**src/rtl/rf_wb_scheduler_pkg.sv**
```systemverilog
// lemonpc_pkg: shared constants and types for the LemonPC register-file writeback path
package lemonpc_pkg;
   localparam int DEF_ADDR_WIDTH = 5;
   localparam int DEF_DATA_WIDTH = 64;
   localparam int WB_SRC_EXU     = 0;
   localparam int WB_SRC_LSU     = 1;
   typedef enum logic {
      PRIO_EXU = 1'b0,
      PRIO_LSU = 1'b1
   } prio_e;
endpackage

```
**src/rtl/rf_wb_scheduler_rr_arb2.sv**
```systemverilog
// rr_arb2: two-way round-robin arbiter; priority flips only after a contested grant
module rr_arb2
   import lemonpc_pkg::*;
(
   input  logic       clk,
   input  logic       rst_n,
   input  logic [1:0] i_req,
   output logic [1:0] o_gnt
);
   prio_e r_prio;
   // lone requester always wins; on contention the prio side wins
   always_comb begin
      o_gnt             = 2'b00;
      o_gnt[WB_SRC_EXU] = i_req[WB_SRC_EXU] & (!i_req[WB_SRC_LSU] | (r_prio == PRIO_EXU));
      o_gnt[WB_SRC_LSU] = i_req[WB_SRC_LSU] & (!i_req[WB_SRC_EXU] | (r_prio == PRIO_LSU));
   end
   // hand priority to the loser of a contested cycle
   always_ff @(posedge clk or negedge rst_n) begin
      if (!rst_n)
         r_prio <= PRIO_EXU;
      else if (&i_req)
         r_prio <= (r_prio == PRIO_EXU) ? PRIO_LSU : PRIO_EXU;
   end
endmodule

```
**src/rtl/rf_wb_scheduler.sv**
```systemverilog
// rf_wb_scheduler: register-file write-port arbiter plus busy scoreboard for issue hazards
module rf_wb_scheduler
   import lemonpc_pkg::*;
#(
   parameter int ADDR_WIDTH = DEF_ADDR_WIDTH,
   parameter int DATA_WIDTH = DEF_DATA_WIDTH
) (
   input  logic                  clk,
   input  logic                  rst_n,
   input  logic                  i_iss_valid,
   output logic                  o_iss_ready,
   input  logic [ADDR_WIDTH-1:0] i_iss_rs1,
   input  logic [ADDR_WIDTH-1:0] i_iss_rs2,
   input  logic [ADDR_WIDTH-1:0] i_iss_rd,
   input  logic                  i_iss_rd_en,
   input  logic                  i_exu_wb_valid,
   output logic                  o_exu_wb_ready,
   input  logic [ADDR_WIDTH-1:0] i_exu_wb_rd,
   input  logic [DATA_WIDTH-1:0] i_exu_wb_data,
   input  logic                  i_lsu_wb_valid,
   output logic                  o_lsu_wb_ready,
   input  logic [ADDR_WIDTH-1:0] i_lsu_wb_rd,
   input  logic [DATA_WIDTH-1:0] i_lsu_wb_data,
   output logic                  o_rf_wen,
   output logic [ADDR_WIDTH-1:0] o_rf_rd,
   output logic [DATA_WIDTH-1:0] o_rf_data_d,
   output logic [ADDR_WIDTH:0]   o_pending,
   output logic                  o_idle,
   output logic                  o_err
);
   localparam int NREG = 2 ** ADDR_WIDTH;

   logic [NREG-1:0]       r_busy;
   logic [ADDR_WIDTH:0]   r_pending;
   logic                  r_rf_wen;
   logic [ADDR_WIDTH-1:0] r_rf_rd;
   logic [DATA_WIDTH-1:0] r_rf_data;
   logic                  r_err;

   logic [1:0]            w_gnt;
   logic [ADDR_WIDTH-1:0] w_win_rd;
   logic [DATA_WIDTH-1:0] w_win_data;
   logic                  w_fire;
   logic                  w_clr;
   logic                  w_spur;
   logic [NREG-1:0]       w_busy_nxt;
   logic [ADDR_WIDTH:0]   w_pending_nxt;

   rr_arb2 u_arb (
      .clk   (clk),
      .rst_n (rst_n),
      .i_req ({i_lsu_wb_valid, i_exu_wb_valid}),
      .o_gnt (w_gnt)
   );

   // hazard check, winner mux and next scoreboard state
   always_comb begin
      o_iss_ready   = !(r_busy[i_iss_rs1] | r_busy[i_iss_rs2] | (i_iss_rd_en & r_busy[i_iss_rd]));
      w_fire        = i_iss_valid & o_iss_ready & i_iss_rd_en & (i_iss_rd != '0);
      w_clr         = r_rf_wen & r_busy[r_rf_rd];
      w_spur        = r_rf_wen & !r_busy[r_rf_rd];
      w_win_rd      = w_gnt[WB_SRC_LSU] ? i_lsu_wb_rd : i_exu_wb_rd;
      w_win_data    = w_gnt[WB_SRC_LSU] ? i_lsu_wb_data : i_exu_wb_data;
      w_busy_nxt    = r_busy;
      if (w_fire)
         w_busy_nxt[i_iss_rd] = 1'b1;
      if (w_clr)
         w_busy_nxt[r_rf_rd] = 1'b0;
      w_busy_nxt[0] = 1'b0;
      w_pending_nxt = r_pending + {{ADDR_WIDTH{1'b0}}, w_fire} - {{ADDR_WIDTH{1'b0}}, w_clr};
   end

   // scoreboard, counter, write stage and sticky error
   always_ff @(posedge clk or negedge rst_n) begin
      if (!rst_n) begin
         r_busy    <= '0;
         r_pending <= '0;
         r_rf_wen  <= 1'b0;
         r_rf_rd   <= '0;
         r_rf_data <= '0;
         r_err     <= 1'b0;
      end else begin
         r_busy    <= w_busy_nxt;
         r_pending <= w_pending_nxt;
         r_rf_wen  <= (|w_gnt) & (w_win_rd != '0);
         if (|w_gnt) begin
            r_rf_rd   <= w_win_rd;
            r_rf_data <= w_win_data;
         end
         if (w_spur)
            r_err <= 1'b1;
      end
   end

   assign o_exu_wb_ready = w_gnt[WB_SRC_EXU];
   assign o_lsu_wb_ready = w_gnt[WB_SRC_LSU];
   assign o_rf_wen       = r_rf_wen;
   assign o_rf_rd        = r_rf_rd;
   assign o_rf_data_d    = r_rf_data;
   assign o_pending      = r_pending;
   assign o_idle         = (r_pending == '0) & !r_rf_wen;
   assign o_err          = r_err;
endmodule

```
**config.mk**
```make
export PLATFORM = sky130hd
export DESIGN_NAME = rf_wb_scheduler
export DESIGN_NICKNAME = d
export VERILOG_FILES = /design/src/rtl/rf_wb_scheduler_pkg.sv /design/src/rtl/rf_wb_scheduler_rr_arb2.sv /design/src/rtl/rf_wb_scheduler.sv
export SDC_FILE = /design/constraint.sdc
export NUM_CORES = 1
export LEC_CHECK = 0
export ABC_AREA = 1
export ABC_CLOCK_PERIOD_IN_PS = 6600
export CORE_MARGIN = 2
export CORE_UTILIZATION = 36
export CTS_BUF_LIST = sky130_fd_sc_hd__clkbuf_4
export DETAILED_ROUTE_END_ITERATION = 8
export GPL_TIMING_DRIVEN = 0
export HOLD_SLACK_MARGIN = 0.02
export PLACE_DENSITY = 0.7
export SLEW_MARGIN = 20
export SYNTH_ARGS = -nofsm -noshare
export SYNTH_HDL_FRONTEND = slang
export SYNTH_SLANG_ARGS = --single-unit
```
**constraint.sdc**
```tcl
create_clock -name clk -period 6.6 [get_ports clk]
set_input_delay 0.99 -clock clk [delete_from_list [all_inputs] [get_ports clk]]
set_output_delay 0.99 -clock clk [all_outputs]
set_load 0.02 [all_outputs]
```
==> qor.yml <==
layout:
  regArea_mm2: 0.00273
  drive_above_1_share: 0.0631
  fillerInstances: 1744
  nets: 1272
  fin_cells: 1341
  multiInputGateArea_mm2: 0.00336
  area.growth.synth_to_final_pct: 42.2
clock_tree:
  cts_tree: "done"
  postCtsHoldBufs: 0
  cts.htree.levels: 3
  cts_resized: 0
  cts_made_buffers: 9
  cts_buffer_depth: 2
  post_cts_buffers: 0
  cts.sink_count: 109
  cts_root_buf: "clkbuf_4"
  clk_latency_ns: 0.51
  clk_pin_slew_worst_paths_ns: 0.17
global_routing:
  grt_first_pass_wirelength_mm: 38.4
  met2_usage: 0.435
  grt_remaining_overflow: 0
  use_met1: 0.309
  track_usage: 0.253
  grt_max_degree: 79
  antenna_found_initial: 4
  grt_pass1_vias: 6813
  gr-usage-met3: 0.0568
  top_usage_layer: "met2"
worst_setup_path:
  cp_common_cell: "nand3_1"
  crit_fanout: 10
  worst_ep_required_time_ns: 5.61
  critical-path-max-stage-delay_ns: 0.67
  crit_path_start_kind: "input port"
  endpoint_kind: "primary output"
  rrSetupSlack_ns: 3.35
  crit_type: "in -> out"
  r2r_start: "o_rf_rd[1]$_DFFE_PN0P_"
  crit_slowest_cell: "clkdlybuf4s50_1"
  worstRegToRegCells: 14
  cp_data_arrival_time_ns: 3.54
  worstPathCellList: "clkdlybuf4s50_1, inv_1, o211ai_1, nand3_1, nand3_1, nand3_1, nand2_1, nand2_2, nor2_4, buf_6, clkdlybuf4s50_1"
  cp-startpoint: "i_iss_rs1[1]"
die:
  fp-row-count: 49
  start_util: 0.368
  die_h_um: 140
  die_w_um: 140
  core_mm2: 0.0181
  die_area_mm2: 0.0196
  ios: 240
logic_synthesis:
  ys_warn_count: 0
  synth_nets: 1025
  synth_area_mm2: 0.00666
  syn_avg_cell_area_um2: 7.77
  ys_seq_area_frac: 0.409
  syn_inst: 857
  yosys_register_bits: 109
  synthDistinctLibCells: 35
placement:
  place_inst: 1322
  io_buffers: 235
  gp_congestion: 0.934
  hpwl_mm: 19.2
sta:
  finalClockSkew_ns: 0.0235
  worst_pin_slew_ns: 0.651
  finalHoldViolations: 0
  timing.final.max_slew_violations: 0
  max_freq_mhz: 221
  rsz0062_at_grt: "false"
  relSlewSlack: 0.566
  fin_crit_sh: 0.686
  post-route-min-period_ns: 4.53
  final-setup-viol-count: 0
  tns_ns: 0
pwr:
  power_density_mw_per_mm2: 289
  p_leak_nw: 4.19
  ir_drop_mv: 0.103
route:
  drt-total-wl_mm: 24.5
  routed_via_density: 5.16
  drtIter0Drc: 620
  ant_nets: 0
  routedWlPerCell_um: 18.3
  dr.pass1.iters: 8
  post-route-drc-count: 5
  vias: 6913
run_status:
  violations: "DRC"
  status: "complete, but fails checks"
hold_path:
  hold_path.class: "in -> async"
flow_run:
  max_cap_viol_count: 0
## area by class of cell
cell class | instances | area share
tap | 229 | 0.0302
clock inverter | 6 | 0.00660
inverter | 76 | 0.0305
sequential | 109 | 0.288
timing repair buffer | 236 | 0.251
antenna | 3 | 0.000792
clock buffer | 10 | 0.00792
buffer | 45 | 0.0301
multi-input combinational | 627 | 0.355
## final timing paths
check,endpoint
setup reg to reg,o_pending[4]$_DFF_PN0_
hold reg to reg,u_arb.r_prio$_DFFE_PN0P_
setup / recovery,o_iss_ready
hold / removal,r_busy[7]$_DFF_PN0_
min in group clk,u_arb.r_prio$_DFFE_PN0P_
max in group asynchronous,o_err$_DFFE_PN0P_
## state kept, by name, indices dropped and copies added, names as in the netlist
| register | cells |
|---|---|
| o_rf_data_d | 64 |
| r_busy | 31 |
| o_pending | 6 |
| o_rf_rd | 5 |
| o_err | 1 |
| o_rf_wen | 1 |
| u_arb.r_prio | 1 |
## cell usage in the layout (no fill, tap or decap), types with 2 or more instances in the layout
cell	instances
nor2_1	73
nand2_2	2
o21ai_1	5
o211ai_1	2
diode_2	3
ha_1	8
clkdlybuf4s50_1	234
inv_2	2
a21oi_1	35
a31oi_1	3
buf_2	9
clkbuf_1	17
inv_1	72
inv_6	4
nand3_2	16
clkbuf_4	10
o22ai_1	13
xor2_1	4
nand2_1	206
nor3_1	16
buf_6	11
dfrtp_1	109
buf_4	8
mux2i_1	69
o21ai_0	84
nand3_1	81
## through the flow
step,hold slack [ns],total power [W],util,cell area (um2),worst slack [ns]
floorplan,0.445,0.00180,-,6660,3.11
global placement,0.461,0.00237,0.514,9300,0.151
detailed placement,0.469,0.00239,0.516,9330,2.10
CTS,0.337,0.00274,0.523,9470,2.09
global route,0.349,0.00292,0.524,9470,1.89
finish,0.345,0.00273,0.524,9470,2.07
## where the power goes
| part | switching (W) | internal, W |
|---|---|---|
| clock network | 0.000252 | 0.0000933 |
| logic | 0.000781 | 0.000581 |
| registers | 0.000164 | 0.000863 |
## Yosys cell counts
cell type	n	area [um2]
clkbuf_1	17	63.8
fa_1	1	20.0
inv_1	72	270
nand3_1	81	405
o21ai_1	5	25.0
dfrtp_1	109	2730
clkinv_2	1	5.00
a21oi_1	35	175
xnor2_1	1	8.76
nor4_1	1	6.26
nand3_2	16	160
buf_6	10	113
nor3_1	16	80.1
buf_2	9	45.0
inv_2	2	7.51
o22ai_1	13	81.3
mux2i_1	69	691
nand2_2	2	12.5
ha_1	8	100
a21boi_1	1	7.51
o21ai_0	84	420
o211ai_1	2	15.0
xor2_1	4	35.0
nor2_1	73	274
buf_4	8	60.1
inv_4	1	6.26
buf_1	1	3.75
and3_1	1	6.26
nand2_4	1	11.3
a22oi_1	1	7.51
nor2_2	1	6.26
nand2_1	206	773
a31oi_1	3	18.8
nor2_4	1	11.3
o21bai_1	1	7.51
## layer usage
metal,wire length [um],vias up
met4,732,0
met2,12100,310
li1,-,3327
met1,9740,3230
met5,0,-
met3,1900,46
## logic make-up after synthesis
logic type	Yosys count	synth area share
AO/OA/AOI/OAI	145	0.114
XOR/XNOR	5	0.00657
adder cells (fa/ha/maj)	9	0.0180
buffers and inverters	121	0.0862
flip-flops	109	0.409
multiplexers	69	0.104
AND/OR/NAND/NOR	399	0.262
## critical path: cells and delay by family
kind | cells | cell delay (ns)
buf+inv | 4 | 1.71
simple gates | 6 | 0.69
compound gates | 1 | 0.14
No activity file was read; power rests on OpenSTA's default activity.
